===== src/rtl/rps_game_ctrl_pkg.sv =====
// rps_game_ctrl_pkg: state encoding, display selector codes and choice codes for the RPS controller
package rps_game_ctrl_pkg;
  typedef enum logic [2:0] {
    ST_IDLE, ST_SELECT, ST_SHOW_PLAYER, ST_SHOW_RIVAL_LBL, ST_SHOW_RIVAL, ST_RESULT
  } state_e;
  localparam logic [3:0] SEL_START    = 4'd0;
  localparam logic [3:0] SEL_SELECT   = 4'd1;
  localparam logic [3:0] SEL_PAPER    = 4'd2;
  localparam logic [3:0] SEL_SCISSORS = 4'd3;
  localparam logic [3:0] SEL_ROCK     = 4'd4;
  localparam logic [3:0] SEL_RIVAL    = 4'd5;
  localparam logic [3:0] SEL_WON      = 4'd6;
  localparam logic [3:0] SEL_LOST     = 4'd7;
  localparam logic [3:0] SEL_TIE      = 4'd8;
  localparam logic [1:0] CH_ROCK      = 2'd0;
  localparam logic [1:0] CH_PAPER     = 2'd1;
  localparam logic [1:0] CH_SCISSORS  = 2'd2;
  function automatic logic [3:0] ch_sel(input logic [1:0] ch);
    return ch == CH_ROCK ? SEL_ROCK : ch == CH_PAPER ? SEL_PAPER : SEL_SCISSORS;
  endfunction
  // the choice that defeats ch: the next one in rock -> paper -> scissors -> rock order
  function automatic logic [1:0] beats(input logic [1:0] ch);
    return ch == CH_SCISSORS ? CH_ROCK : ch + 2'd1;
  endfunction
endpackage


===== src/rtl/rps_game_ctrl_if.sv =====
// rps_game_ctrl_if: player buttons in, display selector and tallies out
interface rps_game_ctrl_if;
  logic       btn_start;
  logic       btn_rock;
  logic       btn_paper;
  logic       btn_scissors;
  logic [3:0] selector;
  logic [3:0] wins;
  logic [3:0] losses;
  logic       round_done;
  modport master (output btn_start, btn_rock, btn_paper, btn_scissors,
                  input selector, wins, losses, round_done);
  modport slave  (input btn_start, btn_rock, btn_paper, btn_scissors,
                  output selector, wins, losses, round_done);
endinterface


===== src/rtl/rps_game_ctrl_btn_sync_edge.sv =====
// btn_sync_edge: two-flop synchronizer with rising-edge press detection
module btn_sync_edge (
  input  logic clk,
  input  logic reset,
  input  logic pin_i,
  output logic press_o
);
  logic s1_q, s2_q, prev_q;
  always_ff @(posedge clk or negedge reset)
    if (!reset) {s1_q, s2_q, prev_q} <= '0;
    else        {s1_q, s2_q, prev_q} <= {pin_i, s1_q, s2_q};
  assign press_o = s2_q & ~prev_q;
endmodule


===== src/rtl/rps_game_ctrl.sv =====
// rps_game_ctrl: rock-paper-scissors round sequencer driving the text display selector
module rps_game_ctrl
  import rps_game_ctrl_pkg::*;
#(
  parameter int HOLD_CYCLES = 50_000_000,
  parameter int CNT_W       = 26
) (
  input logic clk,
  input logic reset,
  rps_game_ctrl_if.slave bus
);
  logic p_start, p_rock, p_paper, p_sc;
  btn_sync_edge u_start (.clk(clk), .reset(reset), .pin_i(bus.btn_start),    .press_o(p_start));
  btn_sync_edge u_rock  (.clk(clk), .reset(reset), .pin_i(bus.btn_rock),     .press_o(p_rock));
  btn_sync_edge u_paper (.clk(clk), .reset(reset), .pin_i(bus.btn_paper),    .press_o(p_paper));
  btn_sync_edge u_sc    (.clk(clk), .reset(reset), .pin_i(bus.btn_scissors), .press_o(p_sc));
  state_e           state_q, state_d;
  logic [CNT_W-1:0] timer_q, timer_d;
  logic [1:0]       rival_cnt_q, player_q, player_d, rival_q, rival_d;
  logic [3:0]       sel_q, sel_d, wins_q, wins_d, losses_q, losses_d;
  logic             done_q, done_d, hold_done, one_choice, win, tie;
  always_comb begin
    hold_done  = timer_q == CNT_W'(HOLD_CYCLES - 1);
    one_choice = {p_rock, p_paper, p_sc} inside {3'b100, 3'b010, 3'b001};
    win        = player_q == beats(rival_q);
    tie        = player_q == rival_q;
    state_d    = state_q;
    player_d   = player_q;
    rival_d    = rival_q;
    wins_d     = wins_q;
    losses_d   = losses_q;
    done_d     = 1'b0;
    case (state_q)
      ST_IDLE:           state_d = p_start ? ST_SELECT : ST_IDLE;
      ST_SELECT: if (one_choice) begin
        state_d  = ST_SHOW_PLAYER;
        player_d = p_rock ? CH_ROCK : p_paper ? CH_PAPER : CH_SCISSORS;
        rival_d  = rival_cnt_q;
      end
      ST_SHOW_PLAYER:    state_d = hold_done ? ST_SHOW_RIVAL_LBL : state_q;
      ST_SHOW_RIVAL_LBL: state_d = hold_done ? ST_SHOW_RIVAL : state_q;
      ST_SHOW_RIVAL: if (hold_done) begin
        state_d  = ST_RESULT;
        done_d   = 1'b1;
        wins_d   = (win && !(&wins_q)) ? wins_q + 4'd1 : wins_q;
        losses_d = (!win && !tie && !(&losses_q)) ? losses_q + 4'd1 : losses_q;
      end
      ST_RESULT:         state_d = p_start ? ST_SELECT : ST_RESULT;
      default:           state_d = ST_IDLE;
    endcase
    timer_d = state_d != state_q ? '0 : timer_q + 1'b1;
    // selector is registered from the next state so it changes on the same edge as the state
    sel_d = state_d == ST_IDLE           ? SEL_START :
            state_d == ST_SELECT         ? SEL_SELECT :
            state_d == ST_SHOW_PLAYER    ? ch_sel(player_d) :
            state_d == ST_SHOW_RIVAL_LBL ? SEL_RIVAL :
            state_d == ST_SHOW_RIVAL     ? ch_sel(rival_d) :
            win ? SEL_WON : tie ? SEL_TIE : SEL_LOST;
  end
  always_ff @(posedge clk or negedge reset)
    if (!reset) begin
      state_q     <= ST_IDLE;
      timer_q     <= '0;
      rival_cnt_q <= '0;
      player_q    <= '0;
      rival_q     <= '0;
      sel_q       <= SEL_START;
      wins_q      <= '0;
      losses_q    <= '0;
      done_q      <= 1'b0;
    end else begin
      state_q     <= state_d;
      timer_q     <= timer_d;
      rival_cnt_q <= rival_cnt_q == 2'd2 ? 2'd0 : rival_cnt_q + 2'd1;
      player_q    <= player_d;
      rival_q     <= rival_d;
      sel_q       <= sel_d;
      wins_q      <= wins_d;
      losses_q    <= losses_d;
      done_q      <= done_d;
    end
  assign bus.selector   = sel_q;
  assign bus.wins       = wins_q;
  assign bus.losses     = losses_q;
  assign bus.round_done = done_q;
endmodule


===== src/flat_wrapper.sv =====
// flat-port wrapper written by rule: the top's interface ports become plain ports
module rps_game_ctrl_flat import rps_game_ctrl_pkg::*;
#(
  parameter int HOLD_CYCLES = 50_000_000,
  parameter int CNT_W       = 26
)
  (clk, reset, bus_btn_start, bus_btn_rock, bus_btn_paper, bus_btn_scissors, bus_selector, bus_wins, bus_losses, bus_round_done);
  rps_game_ctrl_if bus_i ();
  input logic clk;
  input logic reset;
  input wire logic [$bits(bus_i.btn_start)-1:0] bus_btn_start;
  input wire logic [$bits(bus_i.btn_rock)-1:0] bus_btn_rock;
  input wire logic [$bits(bus_i.btn_paper)-1:0] bus_btn_paper;
  input wire logic [$bits(bus_i.btn_scissors)-1:0] bus_btn_scissors;
  output wire logic [$bits(bus_i.selector)-1:0] bus_selector;
  output wire logic [$bits(bus_i.wins)-1:0] bus_wins;
  output wire logic [$bits(bus_i.losses)-1:0] bus_losses;
  output wire logic [$bits(bus_i.round_done)-1:0] bus_round_done;
  assign bus_i.btn_start = bus_btn_start;
  assign bus_i.btn_rock = bus_btn_rock;
  assign bus_i.btn_paper = bus_btn_paper;
  assign bus_i.btn_scissors = bus_btn_scissors;
  assign bus_selector = bus_i.selector;
  assign bus_wins = bus_i.wins;
  assign bus_losses = bus_i.losses;
  assign bus_round_done = bus_i.round_done;
  rps_game_ctrl #(.HOLD_CYCLES(HOLD_CYCLES), .CNT_W(CNT_W)) u_core (.clk(clk), .reset(reset), .bus(bus_i));
endmodule

===== config.mk =====
export PLATFORM = sky130hd
export DESIGN_NAME = rps_game_ctrl_flat
export DESIGN_NICKNAME = d
export VERILOG_FILES = /design/src/rtl/rps_game_ctrl_pkg.sv /design/src/rtl/rps_game_ctrl_if.sv /design/src/rtl/rps_game_ctrl_btn_sync_edge.sv /design/src/rtl/rps_game_ctrl.sv /design/src/flat_wrapper.sv
export SDC_FILE = /design/constraint.sdc
export NUM_CORES = 1
export LEC_CHECK = 0
export CAP_MARGIN = 5
export CORE_UTILIZATION = 40
export DETAILED_ROUTE_END_ITERATION = 8
export DONT_BUFFER_PORTS = 1
export PLACE_DENSITY = 0.59
export SYNTH_ARGS = -nofsm -noshare
export SYNTH_HDL_FRONTEND = slang
export SYNTH_SLANG_ARGS = --single-unit

===== constraint.sdc =====
create_clock -name clk -period 3.29 [get_ports clk]
set_input_delay 0.658 -clock clk [delete_from_list [all_inputs] [get_ports clk]]
set_output_delay 0.658 -clock clk [all_outputs]
set_load 0.05 [all_outputs]

==> results of run 1 <==
## report_power, final
group | switching (W) | leakage, nW | internal (W)
clock | 0.000282 | 0.0779 | 0.000264
sequential | 0.000118 | 0.763 | 0.000818
combinational | 0.000133 | 0.476 | 0.000113
total | 0.000533 | 1.32 | 0.00120
## layout make-up
cell class,instances,area (µm²),share of cell area (%)
flip-flops and latches,60,1500,48.8
multi-input cells,187,1240,40.4
clock buffers,10,128,4.14
well taps,96,120,3.90
repair buffers,3,37.5,1.22
clock inverters,5,30.0,0.975
inverters,5,18.8,0.610
## kinds of logic after synthesis
kind of cell / count (synthesis) / synth area share [%]
flops: 60 / 52.9
buf+inv: 18 / 3.31
simple gates: 104 / 18.8
xor+xnor: 34 / 10.5
mux: 5 / 1.98
fa+ha+maj: 3 / 1.32
compound gates: 41 / 11.2
## final timing paths
| check | end | slack (ns) |
|---|---|---|
| max in group asynchronous | u_core.timer_q[15]$_DFF_PN0_ | 1.82 |
| max | u_core.bus.selector[3]$_DFF_PN0_ | 0.87 |
| min | u_core.player_q[1]$_DFF_PN0_ | 0.02 |
| min reg2reg | u_core.u_sc.s2_q$_DFF_PN0_ | 0.35 |
| max reg2reg | u_core.bus.selector[3]$_DFF_PN0_ | 0.87 |
| min in group clk | u_core.u_sc.s2_q$_DFF_PN0_ | 0.35 |
## synth_stat cells (all sizes together)
master	n	area share, %
and4	5	1.5
o31ai	4	1.5
or3	4	1.1
nor3	5	0.88
a211o	3	0.93
clkbuf	8	1.1
o21ai	5	0.88
nor4bb	1	0.35
o41ai	1	0.31
nor2	39	5.2
ha	3	1.3
o2111ai	2	0.84
a32o	2	0.71
nor4	1	0.75
mux2	5	2.0
a21oi	6	1.1
buf	5	1.6
nand3	15	2.6
nand2b	3	0.66
dfrtp	60	53
o211ai	4	1.1
xor2	19	5.9
o21bai	2	0.53
a31oi	3	0.66
nor4b	1	0.31
xnor2	15	4.6
o21a	1	0.26
o221ai	1	0.31
o32a	1	0.35
nor3b	1	0.26
nor2b	5	1.1
nand4	8	1.8
a22oi	1	0.26
a21boi	2	0.53
nand2	14	1.9
inv	5	0.66
and3	2	0.44
o32ai	1	0.31
o2111a	1	0.40
o311ai	1	0.31
## through the flow
step / instances / total power, W
after floorplan: 265 / 0.00114
after global placement: 349 / 0.00118
after detailed placement: 349 / 0.00118
after CTS: 365 / 0.00174
after global routing: 366 / 0.00183
final: 366 / 0.00173
## repair_timing
action | CTS | global route
setup endpoints to repair | 0 | 0
endpoints found under the hold margin | 20 | 30
hold buffers | 1 | 1
gates resized for setup | 0 | 0
## flip-flops by register name, summed over array words and instances, names as in the netlist, 2 cells and up
register and cells:
u_core.bus.losses 4, u_core.timer_q 26, u_core.rival_cnt_q 2, u_core.bus.selector 4, u_core.state_q 3, u_core.rival_q 2, u_core.player_q 2, u_core.bus.wins 4
## worst reg2reg max path, cell delays in order (launching register included)
cell and delay, ns:
dfrtp_1 0.44, nor4bb_1 0.34, nand4_1 0.31, or3_4 0.52, o2111ai_2 0.37, inv_2 0.07, o2111a_1 0.26
## metal layers
layer	track usage (%)	wire, µm	up-vias
li1	-	-	936
met5	0	0	-
met1	19.1	2450	922
met3	3.90	155	8
met4	8.18	77	0
met2	25.1	2460	29
==> impl_metrics.tcl, run 1 <==
set metrics [dict create \
    worst_slack_ns 0.873 \
    synth_fp_nets 274 \
    grt_overflow 0 \
    fin_nets 275 \
    outcome "completed" \
    wire_per_inst_um 14.1 \
    fin_util_pct 45.1 \
    fin_area_um2 3080 \
    hp-class "in2async" \
    cts-buffers-inserted 9 \
    place_hpwl_mm 3.23 \
    grt_use_total_pct 15.5 \
    grt_setup_unrepaired "false" \
    clockBufferDepth 2 \
    path_class "reg2reg" \
    clock_sinks 60 \
    finalWirelength_mm 5.15 \
    coreArea_um2 6830 \
    areaGrowthSynthToFinish_pct 8.46 \
    num_vias 1895 \
    grt_max_degree 42 \
    gp_routability_congestion 0.781 \
    irDropWorstVdd_uv 193 \
    drc_errors 0 \
    critPathBufInv 1 \
    period_share_pct 73.5 \
    cts_setup_buffers 0 \
    period_minus_slack_ns 2.42 \
    drtPass1Iterations 4 \
    skew_ns 0.00773 \
    h-tree-depth 3 \
    clockRootBuffer "clkbuf_8" \
    initial_core_util_pct 41.6 \
    clk_pin_slew_ns 0.07 \
    start_kind "flop" \
    p_per_area_nw_per_um2 561 \
    die_h_um 86.2 \
    ys_seq_area_share_pct 52.9 \
    clock_latency_ns 0.33 \
    worst-path-stages 6 \
    cp.arrival_ns 2.64 \
    dpl_worst_slack_ns 0.878 \
    antenna_left 0 \
    maxCapViolations 0 \
    post_dp_cell_area_um2 2890 \
    relSlewSlack_pct 38.7 \
    setup_violations 0 \
    cpMaxStageDelayCell "or3_4" \
    r2r_cells 6 \
    io_pins 19 \
    final_common_cell "dfrtp_1" \
    drv_slew 0 \
    p_leak_nw 1.32 \
    cp_top_family "simple AND/OR/NAND/NOR gates" \
    first_iter_violations 67 \
    grt_pass1_wl_mm 8.84 \
    layout_common_cells "60 x dfrtp_1, 39 x nor2_1, 19 x xor2_1" \
    hold_viol 0 \
    reg2reg_from "u_core.timer_q[11]$_DFF_PN0_" \
    grt_pass1_vias 1924 \
    tritoncts "done" \
    yosysWarnings 0 \
    tns_ns 0 \
    crit_fanout 6 \
    die_w_um 86.2 \
    antenna_found_initial 0 \
    critPathLaunch "u_core.timer_q[11]$_DFF_PN0_" \
    rows 30 \
    tightest_slew_ns 0.916 \
    holdWs_ns 0.0184 \
    post_route_cells_drive_above_1_share_pct 9.63 \
    synth_cell_types 48 \
    num_antenna_cells 0 \
    worstPathCellList "nor4bb_1 > nand4_1 > or3_4 > o2111ai_2 > inv_2 > o2111a_1" \
    fillers 650 \
    slowest_delay_ns 0.52 \
    fmax_ghz 0.414 \
    via_per_inst 5.18 \
    critPathRequiredTime_ns 3.51 \
    worst_setup_path_end_kind "flop" \
    ys_ff_latch 60 \
    design.die.area_um2 7440 \
    synth_area_per_cell_um2 10.7 \
    synth_area_um2 2840 \
    netlist_instances 265 \
    port_buffers 0 \
]
Note: power is estimated with default switching activity, not from simulation.
==> run 2, diff against run 1 <==
--- a/config.mk
+++ b/config.mk
@@ -9,7 +9,7 @@
 export CORE_UTILIZATION = 40
 export DETAILED_ROUTE_END_ITERATION = 8
 export DONT_BUFFER_PORTS = 1
-export PLACE_DENSITY = 0.59
+export PLACE_DENSITY = 0.61
 export SYNTH_ARGS = -nofsm -noshare
 export SYNTH_HDL_FRONTEND = slang
 export SYNTH_SLANG_ARGS = --single-unit
==> constraint.sdc (replaced) <==
create_clock -name clk -period 2.1 [get_ports clk]
set_input_delay 0.42 -clock clk [delete_from_list [all_inputs] [get_ports clk]]
set_output_delay 0.42 -clock clk [all_outputs]
set_load 0.05 [all_outputs]
==> impl_metrics.tcl, run 2 (synthesis gave the netlist of run 1 again) <==
set metrics [dict create \
    outcome "finished, violations left" \
    violations "negative setup slack" \
    drtPass1Iterations 4 \
    crit_fanout 5 \
    clockBufferDepth 2 \
    cpMaxStageDelayCell "or3_4" \
    finalWirelength_mm 5.70 \
    hold_viol 0 \
    period_minus_slack_ns 2.19 \
    num_antenna_cells 0 \
    areaGrowthSynthToFinish_pct 27.3 \
    worst_slack_ns -0.0903 \
    largest_reg_flops 26 \
    grt_setup_unrepaired "true" \
    clockRootBuffer "clkbuf_8" \
    critPathBufInv 1 \
    antenna_found_initial 0 \
    clk_pin_slew_ns 0.06 \
    cts-buffers-inserted 9 \
    slowest_delay_ns 0.44 \
    die_h_um 86.2 \
    rows 30 \
    num_vias 2115 \
    holdWs_ns 0.111 \
    layoutNonFillerInstCount 417 \
    fin_nets 325 \
    relSlewSlack_pct 65.2 \
    final_common_cell "dfrtp_1" \
    h-tree-depth 3 \
    grt_pass1_wl_mm 9.52 \
    port_buffers 0 \
    p_leak_nw 1.61 \
    via_per_inst 5.07 \
    coreArea_um2 6830 \
    clock_latency_ns 0.33 \
    setup_violations 30 \
    layout_common_cells "60 x dfrtp_1, 44 x buf_4, 39 x nor2_1" \
    clock_sinks 60 \
    drc_errors 0 \
    start_kind "flop" \
    die_w_um 86.2 \
    irDropWorstVdd_uv 316 \
    grt_pass1_vias 2138 \
    antenna_left 0 \
    place_hpwl_mm 3.68 \
    p_per_area_nw_per_um2 811 \
    skew_ns 0.00514 \
    io_pins 19 \
    gp_routability_congestion 0.788 \
    wire_per_inst_um 13.7 \
    grt_max_degree 61 \
    tritoncts "done" \
    place_inst 390 \
    power_w 0.00293 \
    post_route_cells_drive_above_1_share_pct 27.1 \
    first_iter_violations 53 \
    grt_overflow 0 \
    critPathRequiredTime_ns 2.31 \
    fmax_ghz 0.457 \
    design.die.area_um2 7440 \
    tightest_slew_ns 0.522 \
    path_class "reg2reg" \
    largest-register "u_core.timer_q" \
    cp.arrival_ns 2.40 \
    worst_setup_path_end_kind "flop" \
    worstPathCellList "nor4b_2 > nand4_1 > buf_6 > or3_4 > o2111ai_4 > a21boi_2 > o32ai_1" \
    cp_top_family "simple AND/OR/NAND/NOR gates" \
    initial_core_util_pct 41.6 \
    maxCapViolations 0 \
    drv_slew 0 \
    period_share_pct 104 \
    grt_use_total_pct 16.8 \
    hp-class "in2reg" \
]
-- run 2: cell types whose count changed in the layout (fill, tap and decap cells not counted), sizes merged --
| cell | previous run | this run |
|---|---|---|
| clkbuf | 10 | 16 |
| clkinvlp | 2 | 0 |
| clkinv | 3 | 2 |
| buf | 2 | 50 |
-- run 2: layout make-up --
| cell class | count | area (µm²) |
|---|---|---|
| Multi-Input combinational cell | 187 | 1330 |
| Timing Repair Buffer | 53 | 483 |
| Clock inverter | 2 | 10.0 |
| Fill cell | 606 | 3220 |
| Tap cell | 96 | 120 |
| Inverter | 5 | 18.8 |
| Sequential cell | 60 | 1500 |
| Clock buffer | 14 | 153 |
-- run 2: worst reg2reg max path, stage by stage, from the launching register on --
cell       delay, ns
dfrtp_1         0.39
nor4b_2         0.30
nand4_1         0.14
buf_6           0.15
or3_4           0.44
o2111ai_4       0.31
a21boi_2        0.24
o32ai_1         0.10
-- run 2: layer usage --
| metal | vias to the layer above | share of wire (%) | wire [µm] | track usage (%) |
|---|---|---|---|---|
| li1 | 1038 | - | - | - |
| met1 | 1035 | 43 | 2460 | 19.7 |
| met2 | 33 | 52 | 2970 | 27.6 |
| met3 | 9 | 2.8 | 162 | 4.48 |
| met4 | 0 | 1.8 | 104 | 10.3 |
| met5 | - | 0 | 0 | 0 |
-- run 2: timing repair --
action                                 4_1_cts  5_1_grt
resized for setup                           10        9
hold buffers                                 2        0
endpoints found under the hold margin       60        0
setup buffers                                4        3
pin swaps                                    6        5
setup endpoints to repair                   39       38
gates cloned                                 0        2
-- run 2: stage by stage --
step	setup slack (ns)	instance area, µm²	util [%]	TNS, ns
floorplan	-0.00150	2850	-	-0.00290
global placement	-0.132	3210	47.1	-3.06
detailed placement	-0.213	3210	47.1	-5.55
CTS	-0.0639	3500	51.2	-1.53
global route	-0.174	3610	52.9	-4.18
finish	-0.0903	3610	52.9	-1.44
-- run 2: report_power, final --
group,total (W),switching [W],internal [W]
clock network,0.000865,0.000407,0.000458
registers,0.00145,0.000166,0.00128
logic,0.000618,0.000295,0.000323
total,0.00293,0.000868,0.00206
-- run 2: worst paths after layout --
| kind | startpoint | endpoint | slack, ns | cells after the start |
|---|---|---|---|---|
| min in group asynchronous | reset | u_core.bus.selector[0]$_DFF_PN0_ | 0.62 | 2 |
| worst max-delay path | u_core.timer_q[16]$_DFF_PN0_ | u_core.bus.selector[2]$_DFF_PN0_ | -0.09 | 7 |
| worst min register to register | u_core.u_rock.s1_q$_DFF_PN0_ | u_core.u_rock.s2_q$_DFF_PN0_ | 0.35 | 0 |
| max in group asynchronous | reset | u_core.timer_q[19]$_DFF_PN0_ | 1.23 | 2 |
| worst max register to register | u_core.timer_q[16]$_DFF_PN0_ | u_core.bus.selector[2]$_DFF_PN0_ | -0.09 | 7 |
| worst min-delay path | bus_btn_scissors | u_core.u_sc.s1_q$_DFF_PN0_ | 0.11 | 0 |
==> run 3, diff against run 2 <==
--- a/config.mk
+++ b/config.mk
@@ -6,6 +6,7 @@
 export NUM_CORES = 1
 export LEC_CHECK = 0
 export CAP_MARGIN = 5
+export CORE_MARGIN = 10
 export CORE_UTILIZATION = 40
 export DETAILED_ROUTE_END_ITERATION = 8
 export DONT_BUFFER_PORTS = 1
==> impl_metrics.tcl, run 3 (synthesis gave the netlist of run 1 again) <==
set metrics [dict create \
    whs_endpoint "u_core.u_start.s1_q$_DFF_PN0_" \
    min_from "bus_btn_start" \
    clkPwrFrac_pct 32.0 \
    outcome "finished, violations left" \
    h-tree-depth 3 \
    layoutNonFillerInstCount 416 \
    fmax_ghz 0.454 \
    grt_use_total_pct 10.9 \
    tightest_slew_ns 0.548 \
    clockBufferDepth 2 \
    hold_depth 0 \
    final_common_cell "dfrtp_1" \
    grt_setup_unrepaired "true" \
    p_sw_w 0.000870 \
    power_frac_seq_pct 48.0 \
    cts-buffers-inserted 9 \
    post_dp_cell_area_um2 3240 \
    place_inst 394 \
    setup_violations 30 \
    fin_area_um2 3630 \
    cp.arrival_ns 2.44 \
    gp_routability_congestion 0.839 \
    largest_reg_flops 26 \
    period_share_pct 105 \
    coreArea_um2 6830 \
    p_leak_nw 1.63 \
    finalWirelength_mm 5.71 \
    fin_nets 325 \
    clk_pin_slew_ns 0.06 \
    drc_errors 0 \
    p_comb_share_pct 20.0 \
    switching_share_pct 28.8 \
    initial_core_util_pct 41.6 \
    grt_overflow 0 \
    critPathRequiredTime_ns 2.34 \
    largest-register "u_core.timer_q" \
    first_iter_violations 49 \
    antenna_found_initial 0 \
    clock_sinks 60 \
    port_buffers 0 \
    crit_fanout 6 \
    hold_viol 0 \
    path_class "reg2reg" \
    relSlewSlack_pct 63.2 \
    rows 30 \
    grt_pass1_wl_mm 9.70 \
    die_w_um 104 \
    regToRegEndpoint "u_core.bus.selector[2]$_DFF_PN0_" \
    reg2reg_from "u_core.timer_q[0]$_DFF_PN0_" \
    clockRootBuffer "clkbuf_8" \
    r2r_cells 8 \
    internal-power_w 0.00215 \
    tritoncts "done" \
    io_pins 19 \
    dpl_worst_slack_ns -0.124 \
    start_kind "flop" \
    tns_ns -2.06 \
    post_route_cells_drive_above_1_share_pct 27.5 \
    antenna_left 0 \
    worst_setup_path_end_kind "flop" \
    r2r_slack_ns -0.10 \
    drv_slew 0 \
    grt_pass1_vias 2148 \
    areaGrowthSynthToFinish_pct 28.0 \
    power_w 0.00302 \
    design.die.area_um2 10900 \
    violations "negative setup slack" \
    grt_max_degree 61 \
    die_h_um 104 \
    clock_latency_ns 0.34 \
    irDropWorstVdd_uv 400 \
    place_hpwl_mm 3.80 \
    drtPass1Iterations 4 \
    maxCapViolations 0 \
    worst_slack_ns -0.103 \
    hp-class "in2reg" \
    num_antenna_cells 0 \
    p_per_area_nw_per_um2 830 \
    via_per_inst 4.98 \
    skew_ns 0.00966 \
    period_minus_slack_ns 2.20 \
    wire_per_inst_um 13.7 \
    layout_common_cells "60 x dfrtp_1, 47 x buf_4, 38 x nor2_1" \
    num_vias 2072 \
]
-- run 3: per-layer routing --
metal | vias to the layer above | routed length, µm | track usage, %
li1 | 1039 | - | -
met1 | 1002 | 2600 | 12.1
met2 | 23 | 2770 | 17.9
met3 | 8 | 243 | 4.77
met4 | 0 | 96 | 4.47
met5 | - | 0 | 0
-- run 3: how the worst max path moves through the flow --
stage,cells after the start,endpoint,slack (ns),start
global route,8,u_core.bus.selector[2]$_DFF_PN0_,-0.19,u_core.timer_q[1]$_DFF_PN0_
floorplan,8,u_core.bus.selector[2]$_DFF_PN0_,-0.001,u_core.timer_q[0]$_DFF_PN0_
detailed placement,7,u_core.bus.selector[2]$_DFF_PN0_,-0.12,u_core.timer_q[16]$_DFF_PN0_
finish,8,u_core.bus.selector[2]$_DFF_PN0_,-0.10,u_core.timer_q[0]$_DFF_PN0_
global placement,8,u_core.timer_q[3]$_DFF_PN0_,-0.11,u_core.timer_q[16]$_DFF_PN0_
CTS,8,u_core.timer_q[2]$_DFF_PN0_,-0.08,u_core.timer_q[16]$_DFF_PN0_
-- run 3: stage by stage --
| stage | utilization [%] | hold slack, ns |
|---|---|---|
| final | 53.2 | 0.112 |
| after global routing | 53.2 | 0.0806 |
| after CTS | 51.0 | 0.0870 |
| after detailed placement | 47.5 | 0.127 |
| after global placement | 47.5 | 0.126 |
| after floorplan | - | 0.124 |
-- run 3: area by class of cell --
class                      count  area (µm²)
fill                         599        3200
sequential                    60        1500
multi-input combinational    187        1350
timing repair buffer          53         458
clock buffer                  14         183
tap                           96         120
inverter                       5        18.8
clock inverter                 1        5.00
-- run 3: power by group through the flow --
stage | sequential [W] | clock [W] | combinational, W
final | 0.00145 | 0.000965 | 0.000602
after global routing | 0.00147 | 0.00106 | 0.000680
after CTS | 0.00145 | 0.00100 | 0.000565
after detailed placement | 0.00147 | 0 | 0.000527
after global placement | 0.00147 | 0 | 0.000512
after floorplan | 0.00144 | 0 | 0.000345
-- run 3: worst max-delay path, cell delays in order (launching register included) --
cell	delay [ns]
dfrtp_1	0.35
ha_2	0.18
nand2_1	0.05
or3_4	0.42
or3_4	0.46
buf_4	0.16
nor3_2	0.15
a31oi_1	0.07
o32ai_1	0.27
-- run 3: timing repair --
action | 4_1_cts | 5_1_grt
hold buffers | 2 | 0
buffers inserted | 0 | 3
hold endpoints to repair | 60 | 0
setup endpoints to repair | 37 | 39
resized for setup | 3 | 16
pin swaps | 0 | 15
gates cloned | 0 | 2
